[src/rtl/sdio_bus_arb.sv]
// Two-master round-robin arbiter for the byte-wide DMA memory bus, with bounded
// bursts and an in-order tag FIFO that routes read data back to the issuing master.
module sdio_bus_arb #(
    parameter int unsigned ADDR_W    = 17,
    parameter int unsigned DATA_W    = 8,
    parameter int unsigned MAX_BURST = 16,
    parameter int unsigned RD_DEPTH  = 4
) (
    input  logic              bus_clk,
    input  logic              rstn,
    input  logic              m0_bus_rd,
    input  logic              m0_bus_wr,
    input  logic [ADDR_W-1:0] m0_bus_addr,
    input  logic [DATA_W-1:0] m0_bus_wdata,
    output logic              m0_bus_ready,
    output logic              m0_bus_rdata_ready,
    output logic [DATA_W-1:0] m0_bus_rdata,
    input  logic              m1_bus_rd,
    input  logic              m1_bus_wr,
    input  logic [ADDR_W-1:0] m1_bus_addr,
    input  logic [DATA_W-1:0] m1_bus_wdata,
    output logic              m1_bus_ready,
    output logic              m1_bus_rdata_ready,
    output logic [DATA_W-1:0] m1_bus_rdata,
    output logic              s_bus_rd,
    output logic              s_bus_wr,
    output logic [ADDR_W-1:0] s_bus_addr,
    output logic [DATA_W-1:0] s_bus_wdata,
    input  logic              s_bus_ready,
    input  logic              s_bus_rdata_ready,
    input  logic [DATA_W-1:0] s_bus_rdata,
    output logic [1:0]        owner,
    output logic              rsp_err
);

    localparam int unsigned PTR_W  = (RD_DEPTH > 1) ? $clog2(RD_DEPTH) : 1;
    localparam int unsigned CNT_W  = PTR_W + 1;
    localparam int unsigned BEAT_W = $clog2(MAX_BURST + 1);

    typedef enum logic [1:0] {
        IDLE = 2'b00,
        GNT0 = 2'b01,
        GNT1 = 2'b10
    } state_t;

    state_t              state_q, state_d;
    logic                last_owner_q, last_owner_d;   // 1: m1 held the bus last
    logic [BEAT_W-1:0]   beat_q, beat_d, beat_inc;
    logic [RD_DEPTH-1:0] tag_q;
    logic [PTR_W-1:0]    wptr_q, rptr_q;
    logic [CNT_W-1:0]    cnt_q;
    logic                rsp_err_q;

    logic              m0_req, m1_req;
    logic              own_rd, own_wr, own_req, oth_req;
    logic [ADDR_W-1:0] own_addr;
    logic [DATA_W-1:0] own_wdata;
    logic              fifo_full, fifo_empty, gate, fwd, accept;
    logic              push, pop, head;

    assign m0_req = m0_bus_rd | m0_bus_wr;
    assign m1_req = m1_bus_rd | m1_bus_wr;

    always_comb begin
        own_rd    = 1'b0;
        own_wr    = 1'b0;
        own_addr  = '0;
        own_wdata = '0;
        oth_req   = 1'b0;
        unique case (state_q)
            GNT0: begin
                own_rd    = m0_bus_rd;
                own_wr    = m0_bus_wr;
                own_addr  = m0_bus_addr;
                own_wdata = m0_bus_wdata;
                oth_req   = m1_req;
            end
            GNT1: begin
                own_rd    = m1_bus_rd;
                own_wr    = m1_bus_wr;
                own_addr  = m1_bus_addr;
                own_wdata = m1_bus_wdata;
                oth_req   = m0_req;
            end
            default: ;
        endcase
    end

    assign own_req    = own_rd | own_wr;
    assign fifo_full  = (cnt_q == CNT_W'(RD_DEPTH));
    assign fifo_empty = (cnt_q == '0);
    // Full is judged on the registered count, so a same-cycle pop never frees a slot early.
    assign gate       = !(fifo_full && own_rd);
    assign fwd        = (state_q != IDLE) && gate;
    assign accept     = fwd && own_req && s_bus_ready;

    assign s_bus_rd    = fwd & own_rd;
    assign s_bus_wr    = fwd & own_wr;
    assign s_bus_addr  = fwd ? own_addr  : '0;
    assign s_bus_wdata = fwd ? own_wdata : '0;

    assign m0_bus_ready = accept && (state_q == GNT0);
    assign m1_bus_ready = accept && (state_q == GNT1);

    assign push = accept & own_rd;
    assign pop  = s_bus_rdata_ready & !fifo_empty;
    assign head = tag_q[rptr_q];

    assign m0_bus_rdata_ready = pop & !head;
    assign m1_bus_rdata_ready = pop &  head;
    assign m0_bus_rdata       = s_bus_rdata;
    assign m1_bus_rdata       = s_bus_rdata;

    assign owner   = state_q;
    assign rsp_err = rsp_err_q;

    always_comb begin
        state_d      = state_q;
        last_owner_d = last_owner_q;
        beat_d       = beat_q;
        beat_inc     = beat_q + BEAT_W'(1);
        unique case (state_q)
            IDLE: begin
                if (m0_req && m1_req) begin
                    state_d = last_owner_q ? GNT0 : GNT1;
                end else if (m0_req) begin
                    state_d = GNT0;
                end else if (m1_req) begin
                    state_d = GNT1;
                end
            end
            GNT0, GNT1: begin
                if (!own_req) begin
                    state_d      = IDLE;
                    last_owner_d = (state_q == GNT1);
                    beat_d       = '0;
                end else if (accept) begin
                    if (beat_inc == BEAT_W'(MAX_BURST)) begin
                        beat_d = '0;
                        if (oth_req) begin
                            state_d      = (state_q == GNT0) ? GNT1 : GNT0;
                            last_owner_d = (state_q == GNT1);
                        end
                    end else begin
                        beat_d = beat_inc;
                    end
                end
            end
            default: state_d = IDLE;
        endcase
    end

    always_ff @(posedge bus_clk or negedge rstn) begin
        if (!rstn) begin
            state_q      <= IDLE;
            last_owner_q <= 1'b1;
            beat_q       <= '0;
        end else begin
            state_q      <= state_d;
            last_owner_q <= last_owner_d;
            beat_q       <= beat_d;
        end
    end

    always_ff @(posedge bus_clk or negedge rstn) begin
        if (!rstn) begin
            tag_q     <= '0;
            wptr_q    <= '0;
            rptr_q    <= '0;
            cnt_q     <= '0;
            rsp_err_q <= 1'b0;
        end else begin
            if (push) begin
                tag_q[wptr_q] <= (state_q == GNT1);
                wptr_q        <= wptr_q + PTR_W'(1);
            end
            if (pop) begin
                rptr_q <= rptr_q + PTR_W'(1);
            end
            unique case ({push, pop})
                2'b10:   cnt_q <= cnt_q + CNT_W'(1);
                2'b01:   cnt_q <= cnt_q - CNT_W'(1);
                default: cnt_q <= cnt_q;
            endcase
            if (s_bus_rdata_ready && fifo_empty) begin
                rsp_err_q <= 1'b1;
            end
        end
    end

endmodule

[config.mk]
export PLATFORM = sky130hd
export DESIGN_NAME = sdio_bus_arb
export DESIGN_NICKNAME = d
export VERILOG_FILES = /design/src/rtl/sdio_bus_arb.sv
export SDC_FILE = /design/constraint.sdc
export NUM_CORES = 1
export LEC_CHECK = 0
export ABC_AREA = 1
export CELL_PAD_IN_SITES_DETAIL_PLACEMENT = 0
export CELL_PAD_IN_SITES_GLOBAL_PLACEMENT = 1
export CORE_MARGIN = 2
export CORE_UTILIZATION = 26
export DETAILED_ROUTE_END_ITERATION = 6
export GPL_TIMING_DRIVEN = 0
export PLACE_DENSITY_LB_ADDON = 0.2
export SYNTH_ARGS = -nofsm -noshare
export SYNTH_HDL_FRONTEND = slang
export SYNTH_SLANG_ARGS = --single-unit
[constraint.sdc]
create_clock -name bus_clk -period 5.5 [get_ports bus_clk]
set_clock_uncertainty 0.05 [all_clocks]
set_input_delay 1.375 -clock bus_clk [delete_from_list [all_inputs] [get_ports bus_clk]]
set_output_delay 1.375 -clock bus_clk [all_outputs]
set_load 0.01 [all_outputs]
# After elaboration in Yosys (flattened, before gate mapping)
# Cells that the tools add are included.
# Widths: inputs -> output; s select.
[classes]
n_addsub = 5
magnitude_cmp = 3
eq_ne = 13
mux = 30
bitwise_logic = 9
reduce_logical = 20
[ops]
columns = ["cell", "n"]
rows = [
  ["$pmux 17 s2", 1],
  ["$mux 2", 9],
  ["$mux 17", 1],
  ["$pmux 8 s2", 1],
  ["$mux 5", 3],
  ["$logic_and 1x1->1", 9],
  ["$ne 3x3->1 const B", 3],
  ["$mux 8", 1],
  ["$reduce_and 4->1", 2],
  ["$and 1x1->1", 6],
  ["$lt 2x3->1 const B", 2],
  ["$mux 1", 6],
  ["$ne 2x1->1 const B", 3],
  ["$pmux 1 s2", 3],
  ["$pmux 3 s2", 1],
  ["$add 5x1->5 const B", 1],
  ["$eq 5x5->1 const B", 1],
  ["$add 2x1->2 const B", 2],
  ["$bwmux 4", 1],
  ["$eq 2x1->1 const B", 2],
  ["$eq 2x2->1 const B", 2],
  ["$ne 4x4->1 const B", 1],
  ["$pmux 2 s2", 1],
  ["$reduce_bool 2->1", 2],
  ["other kinds (12)", 16],
]
[word_totals]
reg_bits = 20
input_bits = 66
output_inout_bits = 50
wordCells = 88

# Longest topological paths before layout
# Gate-level depths: netlist of the first run.
[logic_depth]
ltp_word = 10
depth_mapped = 14
ltp_nobuf = 14

# Least setup slack after synthesis of the first run
# Ideal clock, no wire load.
[synth_timing]
kind = "input port to output port"
start = "in m0_bus_rd"
end = "out s_bus_addr[14]"
arrival_ps = 2058
t_required_ps = 4075
slack_ps = 2017
cell_stages = 6
n_path_buf = 1
cell_sequence = "nand3_1 > nand2_1 > nand2_2 > nand2_4 > buf_2 > a21oi_1"
[synth_via]
elab_chain_len = 5
[synth_rtl]
columns = ["item", "line", "source"]
rows = [
  ["start: declaration", "11", "input logic m0_bus_rd,"],
  ["$pmux 1 s2", "70", "unique case (state_q)"],
  ["$logic_and 1x1->1", "93", "assign gate = !(fifo_full && own_rd);"],
  ["$logic_not 1->1", "93", ""],
  ["$logic_and 1x1->1", "94", "assign fwd = (state_q != IDLE) && gate;"],
  ["$mux 17", "99", "assign s_bus_addr = fwd ? own_addr : '0;"],
  ["end: declaration", "27", "output logic [ADDR_W-1:0] s_bus_addr,"],
]
# Every way passes these cells.

# Worst setup path in the final report of the first run
[layout_timing]
start = "in m1_bus_rd"
end = "out s_bus_wdata[6]"
[layout_via]
elab_chain_len = 5
[layout_rtl]
columns = ["item", "line", "source"]
rows = [
  ["start: declaration", "18", "input logic m1_bus_rd,"],
  ["$pmux 1 s2", "70", ""],
  ["$logic_and 1x1->1", "93", ""],
  ["$logic_not 1->1", "93", ""],
  ["$logic_and 1x1->1", "94", ""],
  ["$mux 8", "100", "assign s_bus_wdata = fwd ? own_wdata : '0;"],
  ["end: declaration", "28", "output logic [DATA_W-1:0] s_bus_wdata,"],
]
# Every way passes these cells.

==> flow_summary.yaml, run 1 <==
detailed_routing:
  via_per_inst: 4.50
  vias: 2196
  totalWireLength_mm: 5.92
  antenna_left: 0
  firstDrtPassIters: 4
  drt_iter0_markers: 71
  post_drt_wl_per_cell_um: 12.1
  drc: 0
cells_and_area:
  layout-drive-gt1-share_pct: 9.51
  antenna_cells: 0
  fin_cells: 488
  fillCellCount: 775
  area_growth_pct: 65.8
  finalNetCount: 467
power_and_ir_drop:
  swShare_pct: 49.7
  powerDensity_mw_per_mm2: 378
  peakVddDrop_v: 0.000169
  p_int_mw: 0.594
  p_sw_mw: 0.587
  p_clk_share_pct: 8.1
  pwr-share-comb_pct: 71.4
  p_leak_nw: 1.25
  total_power_mw: 1.18
  power_frac_seq_pct: 20.5
clock_network:
  holdBufCountCts: 0
  post_cts_resize_count: 0
  cts_buffer_depth: 2
  cts_tree: "done"
  post-cts-setup-buffer-count: 0
  path_clk_slew_ps: 70
  clock_latency_ps: 250
  ctsHtreeMaxLevel: 1
  cts_num_sinks: 20
  cts_root_buf: "clkbuf_8"
  cts_inserted_buffers: 3
timing:
  worst_pin_slew_ps: 899
  fmax_mhz: 216
  hold_violations: 0
  finalCriticalPeriod_ps: 4630
  drv_slew: 0
  rsz0062_at_grt: "no"
  setup_violations: 0
  fin_setup_tns_ps: 0
  maxSlewHeadroom_pct: 39.9
  post-route-period-util_pct: 84.2
run_status:
  outcome: "finished clean"
critical_path:
  cp-start-kind: "input port"
  rr_startpoint: "owner[0]"
  rr_endpoint: "cnt_q[2]"
  crit_path_start: "m1_bus_rd"
  cp_slowest_cell: "clkdlybuf4s50_1"
  worst-r2r-cell-count: 14
  path_common_cell: "clkdlybuf4s50_1"
  crit_chain: "clkdlybuf4s50_1 -> nand3_1 -> nand2_1 -> nand2_2 -> nand2_4 -> buf_2 -> a21oi_1 -> clkdlybuf4s50_1"
  slowest_delay_ps: 560
  path_buf_inv: 3
  worst-setup-path-type: "in2out"
  cp_max_fo: 10
  arrival_ps: 3210
  cp-end-kind: "output port"
  required_ps: 4070
  crit_family: "buffers and inverters"
  cp.depth: 8
  ff2ff_setup_slack_ps: 2840
  critical_path.endpoint: "s_bus_wdata[6]"
die:
  rows: 31
  io_pins: 116
  die_x_um: 89.1
  start_util_pct: 26.4
  fp.dieArea_mm2: 0.00794
  coreArea_mm2: 0.00714
  die_y_um: 89.1
global_route:
  grt_start_max_net_pins: 21
  grt_antenna_before_repair: 0
  grt.overflow.total: 0
  grt_pass1_vias: 1993
  grt_use_total_pct: 14.3
  grt_pass1_wl_mm: 9.21
yosys:
  yosys_warnings: 0
  synth_area_leaders: "dfrtp_1 25%, nand3_1 16%, nand2_1 9.8%, a21oi_1 7.7%, buf_4 6.8%"
  syn_avg_cell_area_um2: 6.78
  syn_inst: 278
  yosys_most_used_dff: "dfrtp_1"
  synth-seq-cells: 20
  yosysSeqAreaShare_pct: 26.6
  synthesis.nets: 355
  ys_types: 30
  yosysTopAreaCellShare_pct: 25.2
  async_flop_share_pct: 100
  synth-edff-count: 0
  yosysTopAreaCell: "dfrtp_1"
  synth_area_mm2: 0.00188
min_path:
  min_from: "last_owner_q"
  hp-class: "reg2reg"
placement:
  dp.cells: 484
  gp_congestion: 0.729
  port-buffer-count: 107
  dp_hpwl_mm: 4.81
flow_run:
  cap_violations: 0
worst min-delay path, stage by stage (launching register included):
cell and delay [ps]:
dfstp_2 370, nand2_1 50, nand2_1 40
cells in the final DEF, fill, tap and decap left out, types with 3 or more instances in the layout:
cell	instances
clkbuf_1	5
ha_1	10
nand4_1	4
clkdlybuf4s50_1	107
buf_4	17
clkbuf_8	3
inv_1	21
dfrtp_1	19
o21ai_1	9
buf_2	7
o21ai_0	6
nand3_1	62
a21oi_1	29
nor2_1	20
nand2_1	49
xor2_1	3
power by group through the flow:
stage / registers [mW] / clock network, mW / logic (mW)
detailed placement: 0.245 / 0 / 0.852
finish: 0.242 / 0.0962 / 0.843
global route: 0.252 / 0.108 / 0.942
floorplan: 0.239 / 0 / 0.544
CTS: 0.243 / 0.100 / 0.857
global placement: 0.244 / 0 / 0.852
cell families after synthesis:
| group | synth area share [%] |
|---|---|
| xor gates and xnor gates | 1.86 |
| buffers and inverters | 14.6 |
| adders and majority gates | 7.70 |
| AOI/OAI and AO/OA | 14.5 |
| DFF | 26.6 |
| and+or+nand+nor | 34.7 |
per-stage QoR:
stage / cell area [um^2] / hold WS [ps] / utilization (%) / setup WS [ps]
floorplan: 1880 / 392 / - / 2020
global placement: 3080 / 400 / 43.1 / 879
detailed placement: 3080 / 404 / 43.1 / 858
CTS: 3120 / 418 / 43.8 / 850
global route: 3120 / 431 / 43.8 / 669
finish: 3120 / 412 / 43.8 / 867
sequential cells by signal, indices dropped and copies added (netlist names):
signal and count:
cnt_q 3, beat_q 5, wptr_q 2, last_owner_q 1, owner 2, rptr_q 2, rsp_err 1, tag_q 4
worst min-delay path by stage:
stage | endpoint | slack (ps) | depth (start not counted)
6_report | last_owner_q | 410 | 2
5_1_grt | rptr_q[1] | 430 | 1
4_1_cts | last_owner_q | 420 | 2
3_5_place_dp | rsp_err | 400 | 1
3_3_place_gp | rsp_err | 400 | 1
2_1_floorplan | rptr_q[1] | 390 | 1
layout make-up:
| type | count | area (um^2) | area share [%] |
|---|---|---|---|
| Multi-Input combinational cell | 206 | 1110 | 35.4 |
| Buffer | 30 | 193 | 6.17 |
| Tap cell | 99 | 124 | 3.96 |
| Inverter | 22 | 82.6 | 2.64 |
| Clock buffer | 4 | 45.0 | 1.44 |
| Sequential cell | 20 | 502 | 16.1 |
| Timing Repair Buffer | 107 | 1070 | 34.3 |
cell usage after synthesis (all sizes together), types with 3 or more instances:
library cell / number
a21oi: 30
buf: 26
clkbuf: 4
dfrtp: 19
ha: 10
inv: 22
nand2: 53
nand3: 62
nand4: 4
nor2: 21
o21ai: 15
xor2: 3
metal layers:
metal | vias up | share of wire [%] | GRT usage [%]
li1 | 1138 | - | -
met1 | 995 | 47 | 20.0
met2 | 59 | 47 | 22.8
met3 | 4 | 5.5 | 3.14
met4 | 0 | 0.71 | 2.85
met5 | - | 0 | 0
Note: power is estimated with default switching activity, not from simulation.
==> run 2: changes to the inputs <==
CORE_UTILIZATION = 25   (was 26)
clock period = 4.4 ns   (was 5.5 ns; I/O delays follow)
==> flow_summary.yaml, run 2 (synthesis gave the netlist of run 1 again) <==
detailed_routing:
  totalWireLength_mm: 6.13
  drt_iter0_markers: 98
  antenna_left: 0
  post_drt_wl_per_cell_um: 12.6
  drc: 0
  firstDrtPassIters: 4
  via_per_inst: 4.59
  vias: 2242
timing:
  hold_violations: 0
  drv_slew: 0
  maxSlewHeadroom_pct: 39.0
  fin_setup_tns_ps: 0
  post-route-period-util_pct: 91.7
  fmax_mhz: 248
  finalCriticalPeriod_ps: 4040
  whs_ps: 416
  rsz0062_at_grt: "no"
  setup_violations: 0
  worst_pin_slew_ps: 913
cells_and_area:
  finalNetCount: 467
  fin_cells: 488
  area_growth_pct: 67.2
  antenna_cells: 0
  regMostFlops: "beat_q"
  reg_top3: "beat_q x5, tag_q x4, cnt_q x3"
  final_area_mm2: 0.00315
  layout_commonest_cell: "clkdlybuf4s50_1"
  largest_reg_flops: 5
  layout_common_cells: "107 x clkdlybuf4s50_1, 62 x nand3_1, 49 x nand2_1, 29 x a21oi_1, 21 x inv_1"
  final_util_pct: 43.2
  layout-drive-gt1-share_pct: 9.77
critical_path:
  arrival_ps: 2890
  cp-end-kind: "output port"
  cp-start-kind: "input port"
  required_ps: 3250
  crit_chain: "clkdlybuf4s50_1 -> nand3_1 -> nand2_1 -> nand2_2 -> nand2_4 -> buf_2 -> a21oi_1 -> clkdlybuf4s50_1"
  cp_slowest_cell: "clkdlybuf4s50_1"
  path_common_cell: "clkdlybuf4s50_1"
  worst-r2r-cell-count: 14
  slowest_delay_ps: 510
  cp_max_fo: 10
  worst-setup-path-type: "in2out"
run_status:
  outcome: "finished clean"
power_and_ir_drop:
  swShare_pct: 48.1
  p_leak_nw: 1.26
  power_frac_seq_pct: 19.8
  p_sw_mw: 0.740
  pwr-share-comb_pct: 68.2
  peakVddDrop_v: 0.000171
  p_int_mw: 0.800
  p_clk_share_pct: 12.0
  powerDensity_mw_per_mm2: 489
placement:
  dpl_cell_area_mm2: 0.00308
  dp.cells: 484
  dp_hpwl_mm: 5.00
  gp_congestion: 0.798
  port-buffer-count: 107
global_route:
  grt_start_max_net_pins: 21
  grt_pass1_vias: 2134
  grt_antenna_before_repair: 0
  grt.overflow.total: 0
  grt_pass1_wl_mm: 9.92
  grt_use_total_pct: 14.4
clock_network:
  cts_buffer_depth: 2
  cts_num_sinks: 20
  path_clk_slew_ps: 80
  ctsHtreeMaxLevel: 1
  cts_tree: "done"
  post-cts-setup-buffer-count: 0
  cts_inserted_buffers: 3
  clock_latency_ps: 260
  cts_root_buf: "clkbuf_8"
  holdBufCountCts: 0
  post_cts_resize_count: 0
die:
  rows: 31
  die_y_um: 90.8
  die_x_um: 90.8
  coreArea_mm2: 0.00729
  start_util_pct: 25.8
  io_pins: 116
  fp.dieArea_mm2: 0.00825
min_path:
  hp-class: "reg2reg"
  hold_depth: 2
flow_run:
  cap_violations: 0
## run 2: cell count changes in the layout (fill, tap and decap cells not counted), sizes merged
| cell | before | now |
|---|---|---|
| bufinv | 0 | 1 |
| clkbuf | 8 | 7 |
## run 2: worst paths after layout
kind                            endpoint  slack (ps)         start
max                        s_bus_addr[5]         360     m0_bus_rd
min                         last_owner_q         420  last_owner_q
max reg2reg                     cnt_q[2]        1720      owner[0]
min reg2reg                 last_owner_q         420  last_owner_q
max in group asynchronous        rsp_err        2440          rstn
min in group asynchronous       cnt_q[1]        1300          rstn
## run 2: power by group through the flow
stage	Clock, mW	Sequential [mW]	Combinational [mW]
2_1_floorplan	0	0.299	0.680
3_5_place_dp	0	0.307	1.06
5_1_grt	0.196	0.314	1.17
3_3_place_gp	0	0.306	1.07
4_1_cts	0.189	0.304	1.07
6_report	0.185	0.304	1.05
## run 2: routing by layer
layer | up-vias | share of wire [%] | GRT usage (%)
li1 | 1145 | - | -
met1 | 1017 | 43 | 18.4
met2 | 76 | 48 | 24.4
met3 | 4 | 7.5 | 3.67
met4 | 0 | 0.90 | 3.03
met5 | - | 0 | 0
## run 2: metrics by stage
step	setup slack (ps)	power (mW)
finish	365	1.54
global route	230	1.68
CTS	352	1.56
detailed placement	350	1.37
global placement	336	1.37
floorplan	1470	0.978
## run 2: layout make-up
| cell class | instances | area, um^2 |
|---|---|---|
| plain buffers | 30 | 193 |
| clock buffers | 3 | 41.3 |
| clock inverters | 1 | 30.0 |
| fillers | 785 | 4140 |
| inverters | 22 | 82.6 |
| multi-input cells | 206 | 1110 |
| flip-flops and latches | 20 | 502 |
| well taps | 99 | 124 |
| repair buffers | 107 | 1070 |
## run 2: critical path: cells and delay by family
kind,cells,cell delay (ps)
AOI/OAI and AO/OA,1,60
buffers and inverters,3,1270
and+or+nand+nor,4,450
==> run 3: changes to the inputs <==
CORE_MARGIN = unset   (was 2)
CORE_UTILIZATION = 26   (was 25)
clock period = 5 ns   (was 4.4 ns; I/O delays follow)
==> flow_summary.yaml, run 3 (synthesis gave the netlist of run 1 again) <==
run_status:
  outcome: "finished clean"
cells_and_area:
  area_growth_pct: 67.0
  multi_input_area_mm2: 0.00111
  layout_common_cells: "107 x clkdlybuf4s50_1, 62 x nand3_1, 49 x nand2_1, 29 x a21oi_1, 21 x inv_1"
  largest_reg_flops: 5
  layout_commonest_cell: "clkdlybuf4s50_1"
  layout-drive-gt1-share_pct: 9.77
  fin_cells: 485
  final_area_mm2: 0.00315
  finalNetCount: 467
  antenna_cells: 0
  register_area_um2: 502
  final_util_pct: 45.6
  fillCellCount: 718
  reg_top3: "beat_q x5, tag_q x4, cnt_q x3"
  regMostFlops: "beat_q"
timing:
  post-route-period-util_pct: 87.6
  worst_pin_slew_ps: 912
  finalCriticalPeriod_ps: 4380
  whs_ps: 415
  maxSlewHeadroom_pct: 39.0
  worst_slack_ps: 622
  drv_slew: 0
  fmax_mhz: 228
  hold_violations: 0
  setup_violations: 0
  rsz0062_at_grt: "no"
  fin_setup_tns_ps: 0
min_path:
  hold_depth: 2
  hp-class: "reg2reg"
  min_from: "last_owner_q"
power_and_ir_drop:
  p_clk_share_pct: 12.0
  swShare_pct: 48.0
  p_leak_nw: 1.26
  total_power_mw: 1.35
  p_int_mw: 0.704
  pwr-share-comb_pct: 68.2
  powerDensity_mw_per_mm2: 430
  power_frac_seq_pct: 19.7
  peakVddDrop_v: 0.000189
  p_sw_mw: 0.650
placement:
  gp_congestion: 0.753
  dp_hpwl_mm: 4.67
  dpl_cell_area_mm2: 0.00308
  dp.cells: 481
  preCtsSetupSlack_ps: 606
  port-buffer-count: 107
die:
  die_y_um: 87.1
  io_pins: 116
  rows: 30
  fp.dieArea_mm2: 0.00759
  coreArea_mm2: 0.00691
  start_util_pct: 27.3
  die_x_um: 87.1
critical_path:
  cp_slowest_cell: "clkdlybuf4s50_1"
  slowest_delay_ps: 550
  path_buf_inv: 3
  arrival_ps: 3080
  cp-start-kind: "input port"
  crit_chain: "clkdlybuf4s50_1 -> nand3_1 -> nand2_1 -> nand2_2 -> nand2_4 -> nor3_1 -> inv_1 -> nor2_1 -> clkdlybuf4s50_1"
  cp-end-kind: "output port"
  crit_family: "buffers and inverters"
  path_common_cell: "clkdlybuf4s50_1"
  rr_startpoint: "owner[0]"
  cp.depth: 9
  worst-r2r-cell-count: 14
  required_ps: 3700
  cp_max_fo: 10
  worst-setup-path-type: "in2out"
  crit_path_start: "m0_bus_rd"
detailed_routing:
  firstDrtPassIters: 4
  drc: 0
  vias: 2244
  via_per_inst: 4.63
  drt_iter0_markers: 90
  totalWireLength_mm: 5.89
  antenna_left: 0
  post_drt_wl_per_cell_um: 12.1
flow_run:
  cap_violations: 0
clock_network:
  clock_latency_ps: 260
  ctsHtreeMaxLevel: 1
  cts_root_buf: "clkbuf_8"
  cts_tree: "done"
  post-cts-setup-buffer-count: 0
  holdBufCountCts: 0
  cts_num_sinks: 20
  cts_buffer_depth: 2
  post_cts_resize_count: 0
  cts_inserted_buffers: 3
  path_clk_slew_ps: 80
global_route:
  grt_start_max_net_pins: 21
  grtUsageMet3_pct: 3.98
  grt.met1_usage_pct: 20.7
  grt_antenna_before_repair: 0
  grt_use_total_pct: 15.7
  grt_pass1_wl_mm: 9.58
  grt_pass1_vias: 2144
  grt-busiest-layer: "met2"
  use_met2_pct: 26.1
  grt.overflow.total: 0
## run 3: cell counts in the layout (fill, tap and decap cells not counted)
Identical to the previous run, type by type.
## run 3: final cells by class
class / instances / area share [%]
Buffer: 30 / 6.12
Clock buffer: 3 / 1.31
Multi-Input combinational cell: 206 / 35.2
Inverter: 22 / 2.62
Sequential cell: 20 / 15.9
Tap cell: 96 / 3.82
Timing Repair Buffer: 107 / 34.0
Clock inverter: 1 / 0.954
## run 3: worst register-to-register path: stages (launching register included)
cell and delay (ps):
dfrtp_1 430, inv_1 80, ha_1 380, nand3_1 100
nand2_1 150, nand2_2 100, nand3_1 170, nor2_4 90
inv_1 70, ha_1 140, inv_1 70, fa_1 380
a21oi_1 140, o21ai_0 110, xor2_1 150
## run 3: power groups by stage
stage               logic [mW]  clock network [mW]  registers (mW)
floorplan                0.598                   0           0.263
global placement         0.933                   0           0.268
detailed placement       0.933                   0           0.271
CTS                      0.937               0.168           0.268
global route              1.04               0.175           0.275
finish                   0.923               0.163           0.267
## run 3: routing by layer
layer / vias up / share of wire [%]
li1: 1136 / -
met4: 0 / 0.83
met5: - / 0
met2: 90 / 46
met3: 5 / 7.7
met1: 1013 / 45
## run 3: path summary, 6_finish.rpt
check	to	slack [ps]
max	m1_bus_ready	620
max in group asynchronous	beat_q[0]	2900
min in group asynchronous	cnt_q[0]	1450
min	last_owner_q	420
min reg2reg	last_owner_q	420
max reg2reg	cnt_q[2]	2310
